===== src/rtl/riscv_pkg.sv =====
// Shared RISC-V pipeline definitions for the write-back stage.
//   - write-back source select codes (in_wb_sel)
//   - load funct3 codes
//   - default datapath width
//   - load_extend: RV32 load byte/half alignment and sign/zero extension
package riscv_pkg;

  localparam int XLEN_DEFAULT = 32;

  localparam logic [1:0] WB_SEL_ALU = 2'b00;
  localparam logic [1:0] WB_SEL_MEM = 2'b01;
  localparam logic [1:0] WB_SEL_PC4 = 2'b10;

  localparam logic [2:0] F3_LB  = 3'b000;
  localparam logic [2:0] F3_LH  = 3'b001;
  localparam logic [2:0] F3_LW  = 3'b010;
  localparam logic [2:0] F3_LBU = 3'b100;
  localparam logic [2:0] F3_LHU = 3'b101;

  // Misaligned halves are not trapped: addr_lo[0] is ignored for LH/LHU.
  // Unknown funct3 codes return the full word.
  function automatic logic [31:0] load_extend(input logic [31:0] word,
                                              input logic [2:0]  funct3,
                                              input logic [1:0]  addr_lo);
    logic [7:0]  byte_sel;
    logic [15:0] half_sel;
    logic [31:0] result;
    case (addr_lo)
      2'd0:    byte_sel = word[7:0];
      2'd1:    byte_sel = word[15:8];
      2'd2:    byte_sel = word[23:16];
      default: byte_sel = word[31:24];
    endcase
    half_sel = addr_lo[1] ? word[31:16] : word[15:0];
    case (funct3)
      F3_LB:   result = {{24{byte_sel[7]}}, byte_sel};
      F3_LBU:  result = {24'd0, byte_sel};
      F3_LH:   result = {{16{half_sel[15]}}, half_sel};
      F3_LHU:  result = {16'd0, half_sel};
      default: result = word;
    endcase
    return result;
  endfunction

endpackage


===== src/rtl/regfile_bypass.sv =====
// Architectural register file with write-through bypass.
//   clk, rst          : clock, synchronous active-high reset (clears all entries)
//   we, waddr, wdata  : single write port (x0 is never written)
//   byp_en, byp_addr,
//   byp_data          : value about to be written; forwarded to matching reads
//   raddr1/2, rdata1/2: two combinational read ports; x0 always reads 0
module regfile_bypass
  import riscv_pkg::*;
#(
  parameter int XLEN = XLEN_DEFAULT,
  parameter int NREG = 32,
  localparam int AW = $clog2(NREG)
) (
  input  logic            clk,
  input  logic            rst,
  input  logic            we,
  input  logic [AW-1:0]   waddr,
  input  logic [XLEN-1:0] wdata,
  input  logic            byp_en,
  input  logic [AW-1:0]   byp_addr,
  input  logic [XLEN-1:0] byp_data,
  input  logic [AW-1:0]   raddr1,
  input  logic [AW-1:0]   raddr2,
  output logic [XLEN-1:0] rdata1,
  output logic [XLEN-1:0] rdata2
);

  logic [XLEN-1:0] regs [NREG];

  always_ff @(posedge clk) begin
    if (rst) begin
      for (int i = 0; i < NREG; i++) begin
        regs[i] <= '0;
      end
    end else if (we && (waddr != '0)) begin
      regs[waddr] <= wdata;
    end
  end

  // Forwarding keeps decode from reading a stale value while the producing
  // instruction is still sitting in WB (including while it is stalled there).
  always_comb begin
    rdata1 = '0;
    if (raddr1 != '0) begin
      if (byp_en && (raddr1 == byp_addr)) begin
        rdata1 = byp_data;
      end else begin
        rdata1 = regs[raddr1];
      end
    end
  end

  always_comb begin
    rdata2 = '0;
    if (raddr2 != '0) begin
      if (byp_en && (raddr2 == byp_addr)) begin
        rdata2 = byp_data;
      end else begin
        rdata2 = regs[raddr2];
      end
    end
  end

endmodule


===== src/rtl/wb_stage_regfile.sv =====
// Write-back stage: MEM/WB pipeline register, result select with load
// extension, architectural register file and retired-instruction counter.
//   clk, rst                 : clock, synchronous active-high reset
//   stall, flush             : hold / squash the MEM/WB register (flush wins)
//   in_valid .. in_pc4       : instruction presented by the memory stage
//   rs1_addr/rs2_addr        : decode read addresses
//   rs1_data/rs2_data        : bypassed read data
//   wb_valid, wb_regwrite,
//   wb_rd, wb_data           : registered write-back instruction
//   retired_count            : instructions committed (wraps)
module wb_stage_regfile
  import riscv_pkg::*;
#(
  parameter int XLEN  = XLEN_DEFAULT,
  parameter int NREG  = 32,
  parameter int CNT_W = 32,
  localparam int AW = $clog2(NREG)
) (
  input  logic             clk,
  input  logic             rst,
  input  logic             stall,
  input  logic             flush,
  input  logic             in_valid,
  input  logic             in_regwrite,
  input  logic [1:0]       in_wb_sel,
  input  logic [AW-1:0]    in_rd,
  input  logic [2:0]       in_funct3,
  input  logic [1:0]       in_addr_lo,
  input  logic [XLEN-1:0]  in_alu_data,
  input  logic [XLEN-1:0]  in_mem_data,
  input  logic [XLEN-1:0]  in_pc4,
  input  logic [AW-1:0]    rs1_addr,
  input  logic [AW-1:0]    rs2_addr,
  output logic [XLEN-1:0]  rs1_data,
  output logic [XLEN-1:0]  rs2_data,
  output logic             wb_valid,
  output logic             wb_regwrite,
  output logic [AW-1:0]    wb_rd,
  output logic [XLEN-1:0]  wb_data,
  output logic [CNT_W-1:0] retired_count
);

  logic [XLEN-1:0] load_ext;
  logic [XLEN-1:0] wb_src;
  logic            wb_done;
  logic            commit;
  logic            rf_we;

  // Byte/half extension is only defined for a 32-bit datapath; wider
  // builds pass the raw memory word through.
  if (XLEN == 32) begin : g_load_ext
    assign load_ext = load_extend(in_mem_data, in_funct3, in_addr_lo);
  end else begin : g_load_raw
    assign load_ext = in_mem_data;
  end

  always_comb begin
    wb_src = in_alu_data;
    case (in_wb_sel)
      WB_SEL_MEM: wb_src = load_ext;
      WB_SEL_PC4: wb_src = in_pc4;
      default:    wb_src = in_alu_data;
    endcase
  end

  // wb_done marks that the instruction held in WB has already written and
  // been counted, so a stall does not make it commit on every held edge.
  assign commit = wb_valid & ~wb_done;
  assign rf_we  = commit & wb_regwrite & (wb_rd != '0);

  always_ff @(posedge clk) begin
    if (rst) begin
      wb_valid      <= 1'b0;
      wb_regwrite   <= 1'b0;
      wb_rd         <= '0;
      wb_data       <= '0;
      wb_done       <= 1'b0;
      retired_count <= '0;
    end else begin
      if (flush) begin
        wb_valid    <= 1'b0;
        wb_regwrite <= 1'b0;
      end else if (!stall) begin
        wb_valid    <= in_valid;
        wb_regwrite <= in_regwrite;
        wb_rd       <= in_rd;
        wb_data     <= wb_src;
      end

      if (!flush && !stall) begin
        wb_done <= 1'b0;
      end else if (commit) begin
        wb_done <= 1'b1;
      end

      if (commit) begin
        retired_count <= retired_count + CNT_W'(1);
      end
    end
  end

  regfile_bypass #(
    .XLEN (XLEN),
    .NREG (NREG)
  ) u_regfile (
    .clk      (clk),
    .rst      (rst),
    .we       (rf_we),
    .waddr    (wb_rd),
    .wdata    (wb_data),
    .byp_en   (wb_valid & wb_regwrite),
    .byp_addr (wb_rd),
    .byp_data (wb_data),
    .raddr1   (rs1_addr),
    .raddr2   (rs2_addr),
    .rdata1   (rs1_data),
    .rdata2   (rs2_data)
  );

endmodule


===== config.mk =====
export PLATFORM = sky130hd
export DESIGN_NAME = wb_stage_regfile
export DESIGN_NICKNAME = d
export VERILOG_FILES = /design/src/rtl/riscv_pkg.sv /design/src/rtl/regfile_bypass.sv /design/src/rtl/wb_stage_regfile.sv
export SDC_FILE = /design/constraint.sdc
export NUM_CORES = 2
export LEC_CHECK = 0
export CORE_UTILIZATION = 31
export CTS_CLUSTER_DIAMETER = 200
export DETAILED_ROUTE_END_ITERATION = 8
export DONT_BUFFER_PORTS = 1
export PLACE_DENSITY_LB_ADDON = 0.12
export SETUP_SLACK_MARGIN = 0.3
export SKIP_CTS_REPAIR_TIMING = 1
export SYNTH_ARGS = -nofsm -noshare
export SYNTH_HDL_FRONTEND = slang
export SYNTH_SLANG_ARGS = --single-unit

===== constraint.sdc =====
create_clock -name clk -period 2.1 [get_ports clk]
set_clock_uncertainty 0.1 [all_clocks]
set_input_delay 0.21 -clock clk [delete_from_list [all_inputs] [get_ports clk]]
set_output_delay 0.21 -clock clk [all_outputs]
set_load 0.005 [all_outputs]

==> flow_summary_export.csv <==
group,metric,value,unit
outcome,status,"finished, violations left",
outcome,violations,"negative hold slack, negative setup slack",
clock_tree,cts-root-buf,"clkbuf_16",
clock_tree,cts_tree,"built",
clock_tree,cts_buffer_depth,3,
timing,setup-tns-final,-249.23,ns
global_route,grt_max_degree,325,
pwr,fin_total_pwr,55.4,mW
global_route,grt_pass1_vias,40100,
setup_path,path_cells,"mux4_2 > mux4_2 > a22oi_2 > nand2_2 > buf_6 > buf_6",
drt,wire_per_inst,33.1,um
timing,hold_viol,583,
drt,viasPerCell,5.51,
floorplan,chipHeight,439,um
floorplan,io_pins,259,
drt,ant_nets,0,
floorplan,core,190000,um2
timing,fmaxAchievable,308,MHz
pwr,ir_worst_vdd,0.599,mV
timing,slew_headroom,17.3,%
layout,multi_input_area,26600,um2
timing,drv_slew,0,
synthesis,seq_area_frac_synth,54.3,%
synthesis,ys_types,60,
synthesis,syn-cell-area,59300,um2
pwr,power_density,736,nW/um2
synthesis,syn_avg_cell_area,13.8,um2
floorplan,die_w,439,um
synthesis,synth_ff_type,"edfxtp_1",
clock_tree,cts_inserted_buffers,132,
global_route,antenna_found_initial,13,
global_route,grt_pass1_wl,328000,um
synthesis,synth_top_cell_by_area,"edfxtp_1",
layout,stdcell_count,7416,
timing,final-setup-viol-count,1606,
setup_path,cp-start-kind,"register",
floorplan,die-area,193000,um2
global_route,grt-ovfl-total,0,
placement,portBuffers,0,
pwr,p_leak,27.7,nW
timing,worst_slack,-1.15,ns
setup_path,critPathMaxStageDelay,0.58,ns
synthesis,synth_area_leaders,"edfxtp_1 (52%), mux4_2 (17%), and2_1 (11%)",
setup_path,critPathTopFamily,"multiplexers",
placement,placed_cells,6963,
setup_path,worstPathMaxFanout,2,
synthesis,synth-edff-count,1024,
timing,period_minus_slack,3.25,ns
floorplan,initial_core_util,31.2,%
layout,n_fill_cell,17600,
global_route,track_usage,24.4,%
clock_tree,clock_latency,0.80,ns
synthesis,async_reset_ff_share,0,%
timing,worstMarginPinSlew,1.24,ns
drt,vias,40800,
setup_path,cpMaxStageDelayCell,"mux4_2",
timing,hold-worst-slack,-0.606,ns
timing,fin_crit_sh,155,%
layout,seq_area,32200,um2
drt,dr.pass1.iters,6,
placement,dp.final_hpwl,155000,um
drt,drc,0,
worst_hold_path,hold_path.class,"in -> reg",
placement,gp_congestion,0.863,
clock_tree,cts_num_sinks,1096,
layout,drive_above_1_share,32.9,%
job,cap_violations,0,
placement,post-place-ws,-0.896,ns
setup_path,worst_ep_arrival_time,2.94,ns
layout,num-nets-final,4917,
synthesis,synth.most_common_cell,"edfxtp_1",
setup_path,path_buf_inv,2,
drt,wl,246000,um
clock_tree,cts.clk_slew.worst_paths,0.06,ns
drt,drt_iter0_drc,3814,
synthesis,yosys_warnings,0,
setup_path,critPathCaptureType,"output pin",
layout,area_delta_synth_final,26.9,%
setup_path,worst_ep_required_time,1.79,ns
floorplan,fp-row-count,160,
synthesis,synth_cells,4286,
clock_tree,ctsHtreeMaxLevel,4,
synthesis,synth_top_cells_by_count,"edfxtp_1 (1024), and2_1 (997), mux4_2 (439)",
synthesis,synth_top_area_share,51.9,%
synthesis,ys_ff_latch,1096,
setup_path,path_class,"reg -> out",
timing,rsz0062_at_grt,"true",
registers in the layout, indices dropped and copies added (netlist names):
name and flops:
retired_count 32, u_regfile.regs 1024, wb_data 32, wb_done 1
wb_rd 5, wb_regwrite 1, wb_valid 1
routing by layer:
layer	track usage [%]	part of all wire [%]	vias to the layer above
met5	0	0	-
met4	9.52	4.5	0
met3	3.73	5.5	428
met2	41.0	49	1558
met1	31.5	41	21500
li1	-	-	17400
stage by stage:
step | instance area (um2) | util [%]
after floorplan | 59600 | -
after global placement | 67000 | 35.3
after detailed placement | 67000 | 35.3
after CTS | 71300 | 37.5
after global routing | 75200 | 39.6
final | 75300 | 39.6
worst paths after layout:
path	end	slack, ns	from	cells after the start
worst max-delay path	rs1_data[11]	-1.15	u_regfile.regs[19][11]	6
worst max register to register	u_regfile.regs[28][6]	-0.33	wb_done	9
worst min-delay path	retired_count[24]	-0.61	rst	1
worst min register to register	retired_count[9]	0.46	retired_count[9]	2
logic make-up after synthesis:
logic type,share of synthesized area (%)
buffers and inverters,3.61
adders and majority gates,0.0633
other,0.00632
DFF,54.3
and+or+nand+nor,14.2
xor gates and xnor gates,0.576
muxes,21.3
AOI/OAI and AO/OA,5.91
where the power goes:
group          switching, mW  internal [mW]
Combinational           3.47           3.35
Clock                   9.81           13.7
Sequential             0.528           24.5
cells in the final DEF, fill, tap and decap left out, types with 12 or more instances in the layout:
cell,count
mux4_2,439
o221ai_1,22
clkbuf_1,21
or2_4,25
edfxtp_1,1024
nand2_2,14
nor2b_1,15
o21ai_0,99
and2_4,73
bufinv_16,13
clkbuf_16,156
nand3_4,12
a211oi_1,16
nor2_4,37
clkinv_2,27
a21oi_2,13
buf_12,161
conb_1,32
nand3_1,53
nor2_1,78
buf_4,385
a221o_1,21
inv_1,14
nand4_1,13
and2_1,924
mux2i_1,234
a22oi_1,53
a21oi_1,43
mux2_2,26
buf_6,65
dlygate4sd3_1,136
o22ai_1,27
xor2_1,25
dfxtp_1,65
a221oi_1,72
nand2_1,156
clkinv_1,24
a22oi_2,22
layout make-up:
cell class,instances,area share (%)
clock inverter,81,1.04
inverter,18,0.0948
timing repair buffer,778,11.8
antenna,5,0.0166
clock buffer,163,4.72
multi-input combinational,2764,35.3
sequential,1096,42.8
tap,2511,4.17
Note: power is estimated with default switching activity, not from simulation.
